[src/rtl/mfi_retire_order_buffer.sv]
`default_nettype none
// ============================================================================
// Module   : mfi_retire_order_buffer
// Brief    : Reorders dual-lane retire records into one in-order MFI stream.
// Revision : 1.0
// ============================================================================
module mfi_retire_order_buffer #(
  parameter int XLEN   = 32,
  parameter int DEPTH  = 8,
  parameter int ORDERW = 64
) (
  input  logic                      clock,
  input  logic                      reset,
  input  logic [1:0]                in_valid,
  input  logic [2*ORDERW-1:0]       in_order,
  input  logic [2*32-1:0]           in_insn,
  input  logic [2*XLEN-1:0]         in_pc_rdata,
  input  logic [2*XLEN-1:0]         in_pc_wdata,
  output logic                      in_ready,
  output logic                      mfi_valid,
  output logic [ORDERW-1:0]         mfi_order,
  output logic [31:0]               mfi_insn,
  output logic [XLEN-1:0]           mfi_pc_rdata,
  output logic [XLEN-1:0]           mfi_pc_wdata,
  output logic [$clog2(DEPTH):0]    count,
  output logic                      err
);

  localparam int                c_IDXW      = $clog2(DEPTH);
  localparam logic [ORDERW-1:0] c_DEPTH_O   = ORDERW'(DEPTH);
  localparam logic [c_IDXW:0]   c_READY_MAX = (c_IDXW + 1)'(DEPTH - 2);
  localparam logic [ORDERW-1:0] c_ONE_O     = {{(ORDERW - 1){1'b0}}, 1'b1};

  logic [ORDERW-1:0] r_head;
  logic [DEPTH-1:0]  r_slot_valid;
  logic [ORDERW-1:0] r_slot_order [DEPTH];
  logic [31:0]       r_slot_insn  [DEPTH];
  logic [XLEN-1:0]   r_slot_pcr   [DEPTH];
  logic [XLEN-1:0]   r_slot_pcw   [DEPTH];
  logic [c_IDXW:0]   r_count;
  logic              r_err;
  logic              r_mfi_valid;
  logic [ORDERW-1:0] r_mfi_order;
  logic [31:0]       r_mfi_insn;
  logic [XLEN-1:0]   r_mfi_pcr;
  logic [XLEN-1:0]   r_mfi_pcw;

  logic              w_ready;
  logic [1:0]        w_accept;
  logic [1:0]        w_reject;
  logic [c_IDXW-1:0] w_idx        [2];
  logic [ORDERW-1:0] w_lane_order [2];
  logic [31:0]       w_lane_insn  [2];
  logic [XLEN-1:0]   w_lane_pcr   [2];
  logic [XLEN-1:0]   w_lane_pcw   [2];
  logic [c_IDXW-1:0] w_head_idx;
  logic              w_drain;
  logic [DEPTH-1:0]  w_slot_valid_nxt;
  logic [c_IDXW:0]   w_count_nxt;

  assign w_ready    = (r_count <= c_READY_MAX);
  assign w_head_idx = r_head[c_IDXW-1:0];
  assign w_drain    = r_slot_valid[w_head_idx];

  // Window and occupancy use pre-edge head/slot state only, so an order at
  // head+DEPTH stays out of window even when slot[head] drains this edge.
  for (genvar k = 0; k < 2; k++) begin : g_lane
    logic [ORDERW-1:0] w_dist;
    logic              w_in_window;
    logic              w_slot_free;
    logic              w_dup;
    logic              w_offer;

    assign w_lane_order[k] = in_order[k*ORDERW +: ORDERW];
    assign w_lane_insn[k]  = in_insn[k*32 +: 32];
    assign w_lane_pcr[k]   = in_pc_rdata[k*XLEN +: XLEN];
    assign w_lane_pcw[k]   = in_pc_wdata[k*XLEN +: XLEN];
    assign w_idx[k]        = w_lane_order[k][c_IDXW-1:0];

    assign w_dist      = w_lane_order[k] - r_head;
    assign w_in_window = (w_dist < c_DEPTH_O);
    assign w_slot_free = !r_slot_valid[w_idx[k]];

    if (k == 1) begin : g_dup
      assign w_dup = in_valid[0] && (w_lane_order[1] == w_lane_order[0]);
    end else begin : g_no_dup
      assign w_dup = 1'b0;
    end

    assign w_offer     = in_valid[k] && w_ready;
    assign w_accept[k] = w_offer && w_in_window && w_slot_free && !w_dup;
    assign w_reject[k] = w_offer && !w_accept[k];
  end

  always_comb begin
    w_slot_valid_nxt = r_slot_valid;
    if (w_drain) begin
      w_slot_valid_nxt[w_head_idx] = 1'b0;
    end
    for (int k = 0; k < 2; k++) begin
      if (w_accept[k]) begin
        w_slot_valid_nxt[w_idx[k]] = 1'b1;
      end
    end
  end

  assign w_count_nxt = r_count
                     + {{c_IDXW{1'b0}}, w_accept[0]}
                     + {{c_IDXW{1'b0}}, w_accept[1]}
                     - {{c_IDXW{1'b0}}, w_drain};

  always_ff @(posedge clock) begin
    if (reset) begin
      r_head       <= '0;
      r_slot_valid <= '0;
      r_count      <= '0;
      r_err        <= 1'b0;
      r_mfi_valid  <= 1'b0;
      r_mfi_order  <= '0;
      r_mfi_insn   <= '0;
      r_mfi_pcr    <= '0;
      r_mfi_pcw    <= '0;
    end else begin
      r_slot_valid <= w_slot_valid_nxt;
      r_count      <= w_count_nxt;
      r_mfi_valid  <= w_drain;
      if (|w_reject) begin
        r_err <= 1'b1;
      end
      if (w_drain) begin
        r_head      <= r_head + c_ONE_O;
        r_mfi_order <= r_slot_order[w_head_idx];
        r_mfi_insn  <= r_slot_insn[w_head_idx];
        r_mfi_pcr   <= r_slot_pcr[w_head_idx];
        r_mfi_pcw   <= r_slot_pcw[w_head_idx];
      end
    end
  end

  // Payload needs no reset: a slot is only read while its valid bit is set.
  always_ff @(posedge clock) begin
    for (int k = 0; k < 2; k++) begin
      if (w_accept[k]) begin
        r_slot_order[w_idx[k]] <= w_lane_order[k];
        r_slot_insn[w_idx[k]]  <= w_lane_insn[k];
        r_slot_pcr[w_idx[k]]   <= w_lane_pcr[k];
        r_slot_pcw[w_idx[k]]   <= w_lane_pcw[k];
      end
    end
  end

  assign in_ready     = w_ready;
  assign mfi_valid    = r_mfi_valid;
  assign mfi_order    = r_mfi_order;
  assign mfi_insn     = r_mfi_insn;
  assign mfi_pc_rdata = r_mfi_pcr;
  assign mfi_pc_wdata = r_mfi_pcw;
  assign count        = r_count;
  assign err          = r_err;

endmodule
`default_nettype wire

[config.mk]
export PLATFORM = sky130hd
export DESIGN_NAME = mfi_retire_order_buffer
export DESIGN_NICKNAME = d
export VERILOG_FILES = /design/src/rtl/mfi_retire_order_buffer.sv
export SDC_FILE = /design/constraint.sdc
export NUM_CORES = 2
export LEC_CHECK = 0
export CAP_MARGIN = 30
export CORE_ASPECT_RATIO = 0.9
export CORE_UTILIZATION = 60
export CTS_CLUSTER_DIAMETER = 120
export DETAILED_ROUTE_END_ITERATION = 8
export GPL_TIMING_DRIVEN = 0
export PLACE_DENSITY = 0.8
export REMOVE_ABC_BUFFERS = 1
export SYNTH_ARGS = -nofsm -noshare
export SYNTH_HDL_FRONTEND = slang
export SYNTH_SLANG_ARGS = --single-unit
[constraint.sdc]
create_clock -name clock -period 11.3 [get_ports clock]
set_input_delay 2.825 -clock clock [delete_from_list [all_inputs] [get_ports clock]]
set_output_delay 2.825 -clock clock [all_outputs]
set_load 0.005 [all_outputs]
---- Word-level counts from Yosys, hierarchy flattened ----
Memory sizes are Yosys's and may differ from the RTL's. A register that Yosys moved wholly into a read port is not among the register bits.
Index checks and enable logic that the tools add are counted.
word-level totals
  logic and storage cells ................. 67
  bits in writable memories ............... 1280
  register bits after elaboration ......... 78
  memories kept ........................... 4
  input bits .............................. 324
operators by class
  reduce and logical (&&, ||, !) cells .... 19
  bitwise operators ....................... 4
  equality and inequality tests ........... 1
  muxes and demuxes ....................... 19
  magnitude comparators ................... 9
  add/subtract/negate cells ............... 6
memories
  memory        depth  bits a word  rd ports  clocked after memory_dff  wr ports  line  source
  r_slot_order  8      64           1         1                         2         36    logic [ORDERW-1:0] r_slot_order [DEPTH];
  r_slot_insn   8      32           1         1                         2         37    logic [31:0] r_slot_insn [DEPTH];
  r_slot_pcr    8      32           1         1                         2         38    logic [XLEN-1:0] r_slot_pcr [DEPTH];
  r_slot_pcw    8      32           1         1                         2         39    logic [XLEN-1:0] r_slot_pcw [DEPTH];
operators by type and width
  operator               count
  $lt 64x4->1 const B    2
  $sub 64x64->64         2
  $add 64x1->64 const B  1
  $eq 64x64->1           1
  $mux 8                 3
  $or 8x8->8             2
  $logic_and 1x1->1      13
  $lt 3x4->1 const B     3
  $mux 1                 10
  $bmux 1 s3             3
  $demux 1 s3            3
  $ge 3x1->1 const B     3
  $add 4x1->4            2
  $and 8x8->8            1
  $not 8->8              1
  $logic_not 1->1        5
  $le 4x3->1 const B     1
  $sub 4x1->4            1
  $reduce_or 2->1        1

---- Depth between registers and ports, before layout ----
  word-level depth ........................ 11
  depth in mapped cells ................... 23
  depth with buffers taken out ............ 21

---- Least setup slack after synthesis ----
Ideal clock, no wire load.
  path type ............................... input port to flip-flop
  start ................................... input port in_order[71]
  end ..................................... memory r_slot_insn[7][0] (enable)
  stages on the path ...................... 18
  slack ................................... 765 ps
  required time ........................... 10773 ps
  library setup time ...................... 527 ps
  buffers on the path ..................... 4
  arrival ................................. 10009 ps
  cell sequence ........................... ha_1 > a21oi_2 > o21ai_1 > a21o_1 > or3_1 > a22o_1 > nor4_1 > nand4_1 > or4_1 > nor4_1 > nand4_1 > or3_1 > buf_2 > buf_6 > or3_1 > buf_2 > buf_6 > nand2_1
RTL lines
  item             line  source
  start, declared  15    input logic [2*ORDERW-1:0] in_order,
  end, declared    37

==> results.json <==
{
  "crit_slowest_cell": "clkdlybuf4s50_1",
  "outcome": "completed",
  "grt-ovfl-total": 0,
  "detailed_place_hpwl_um": 180300,
  "ys.flop_type": "edfxtp_1",
  "place_congestion": 1.024,
  "final_cell_mix": "edfxtp_1, mux2_2, mux2i_1, nor2_1, clkdlybuf4s50_1",
  "synth_top_area_frac": 0.4642,
  "first_iter_violations": 6577,
  "cts-buffers-inserted": 155,
  "postCtsSetupBuffers": 0,
  "nFillCells": 9241,
  "crit_arrival_ps": 10980,
  "drv_slew": 0,
  "core_area_mm2": 0.1361,
  "yosys_warnings": 0,
  "num_vias": 59860,
  "cts.repair.resized": 0,
  "synth.area.top_cells": "edfxtp_1, mux2_2, mux2i_1",
  "die_area_mm2": 0.1395,
  "ir_drop_mv": 0.1362,
  "async_flop_share": 0,
  "max_slew.worst_pin.slew_ps": 1053,
  "grt_max_degree": 118,
  "start_util": 0.6082,
  "die_w_um": 393.6,
  "fin_area_mm2": 0.09656,
  "grt_pass1_vias": 59410,
  "hold_buffers": 0,
  "clkSinkCount": 1518,
  "grtUsageTotal": 0.3731,
  "fin_cells": 8949,
  "end_kind": "flip-flop",
  "cts_max_level": 4,
  "antenna_found_initial": 41,
  "layout-drive-gt1-share": 0.2223,
  "yosysTopAreaCell": "edfxtp_1",
  "p_per_area_mw_per_mm2": 125.6,
  "syn2layout_area_growth_pct": 16.62,
  "cp_common_cell": "buf_16",
  "cts.reportedPaths.clkPinSlew_ps": 60,
  "insertion_delay_ps": 810,
  "setup_viol": 0,
  "p_leak_uw": 0.03063,
  "tritoncts": "built",
  "synth_cells": 6691,
  "drc": 0,
  "max_stage_delay_ps": 820,
  "rsz0062_at_grt": "false",
  "cp_max_fo": 44,
  "grt_pass1_wl_um": 388900,
  "ioPinCount": 491,
  "io_buffer_count": 490,
  "report.final.hold_viol_count": 0,
  "synth_edf_count": 1280,
  "finClkSkew_ps": 32.91,
  "post_drt_wl_per_cell_um": 29.86,
  "clockRootBuffer": "clkbuf_16",
  "drt_wl_total_um": 267200,
  "layout_commonest_cell": "edfxtp_1",
  "ant_nets": 0,
  "relSlewSlack": 0.2914,
  "fp.dieH_um": 354.4,
  "synth_seq_area_share": 0.5218,
  "fmax_mhz": 95.06,
  "fin_ws_ps": 780.7,
  "dp_cells": 8636,
  "holdCritPathClass": "reg2reg",
  "utilization": 0.7093,
  "worst-setup-path-type": "in2reg",
  "dp_slack_ps": 312.1,
  "worstSetupStartpointType": "input pin",
  "required_ps": 11770,
  "row_count": 128,
  "period_share": 0.9309,
  "drv_cap": 0,
  "ys_types": 87,
  "ys_seq_elements": 1518,
  "synth_area_mm2": 0.08280,
  "path_cells": "clkdlybuf4s50_1 > ha_1 > nand4_1 > nor3_1 > nand3_1 > a221oi_1 > nor3_1 > o41ai_1 > xor2_1 > nor3_1 > nand4_1 > or3_1 > buf_16 > or3_2 > nand2_4 > buf_16 > buf_16 > buf_16",
  "first_pass_iters": 6,
  "syn_avg_cell_area_um2": 12.37,
  "via_per_inst": 6.689,
  "finalCriticalPeriod_ps": 10520,
  "clockBufferDepth": 3,
  "fin_tns_setup_ps": 0,
  "place_area_mm2": 0.09146,
  "fin_nets": 7428
}
[cells in the mapped netlist, types with 28 or more instances]
| library cell | number |
|---|---|
| dfxtp_1 | 238 |
| o22ai_1 | 331 |
| buf_2 | 133 |
| or3_1 | 28 |
| mux2_4 | 63 |
| xor2_1 | 46 |
| nor3_1 | 65 |
| xnor2_1 | 126 |
| inv_1 | 115 |
| ha_1 | 129 |
| nand3_1 | 58 |
| nor4_1 | 28 |
| a21oi_1 | 180 |
| nand4_1 | 94 |
| o21ai_0 | 141 |
| mux2_2 | 1054 |
| mux2i_1 | 715 |
| a21o_1 | 43 |
| mux2_1 | 83 |
| edfxtp_1 | 1280 |
| a211oi_1 | 181 |
| clkbuf_1 | 289 |
| nor2_1 | 539 |
| o21a_1 | 30 |
| buf_1 | 98 |
| nand2b_1 | 30 |
| nand2_1 | 217 |
[final timing paths]
kind,from,end,slack (ps),cells past startpoint
worst min register to register,err,err,470,2
worst max register to register,r_head[1],r_slot_insn[4][25],3120,19
worst min-delay path,err,err,470,2
worst max-delay path,in_order[97],r_slot_insn[4][25],780,18
[logic make-up (layout without fill, tap and decap cells)]
group	Yosys count	in the layout	share of synthesized area
xor+xnor	172	172	0.01819
flops	1518	1518	0.5218
fa+ha+maj	131	131	0.01998
buf+inv	670	1077	0.03374
mux	1918	1918	0.2533
other cells	0	31	0
compound gates	1114	1114	0.08789
simple gates	1168	1168	0.06510
[through the flow]
step                      total power (µW)  hold slack, ps
after CTS                            12140           465.0
after global placement                7065           461.0
after global routing                 12430           503.7
final                                12130           468.3
after detailed placement              7096           446.9
after floorplan                       6656           436.0
[sequential cells by signal, indices dropped and copies added, names as in the netlist, 4 cells and up]
register	flops
mfi_order	64
r_slot_insn	256
r_head	64
r_slot_order	512
r_slot_pcw	256
r_slot_valid	8
count	4
mfi_pc_wdata	32
mfi_pc_rdata	32
r_slot_pcr	256
mfi_insn	32
[layout make-up]
cell class                 instances  area [µm²]  share of cell area
sequential                      1518       43210              0.4475
multi-input combinational       4503       36970              0.3829
timing repair buffer             662        8511             0.08814
clock buffer                     209        4309             0.04463
tap                             1820        2277             0.02358
clock inverter                    73       710.7            0.007360
inverter                         133       499.2            0.005170
antenna                           31       77.57           0.0008034
[per-layer routing]
layer	routed length (µm)	part of all wire	global-route usage	up-vias
met3	23590	0.088	0.06344	587
li1	-	-	-	26230
met2	125700	0.47	0.6025	3073
met4	10620	0.040	0.1511	14
met1	107200	0.40	0.5023	29960
met5	88	0.00033	0	-
[critical path, delay by kind of cell]
kind	cells	cell delay (ps)
and+or+nand+nor	9	3820
xor gates and xnor gates	1	120
buffers and inverters	5	2110
adders and majority gates	1	740
AOI/OAI and AO/OA	2	1210
[power breakdown]
group	switching (µW)	total, µW	internal, µW
clock	2280	5120	2840
sequential	0.161	6060	6060
combinational	550	954	404
(Power assumes the default switching activity.)
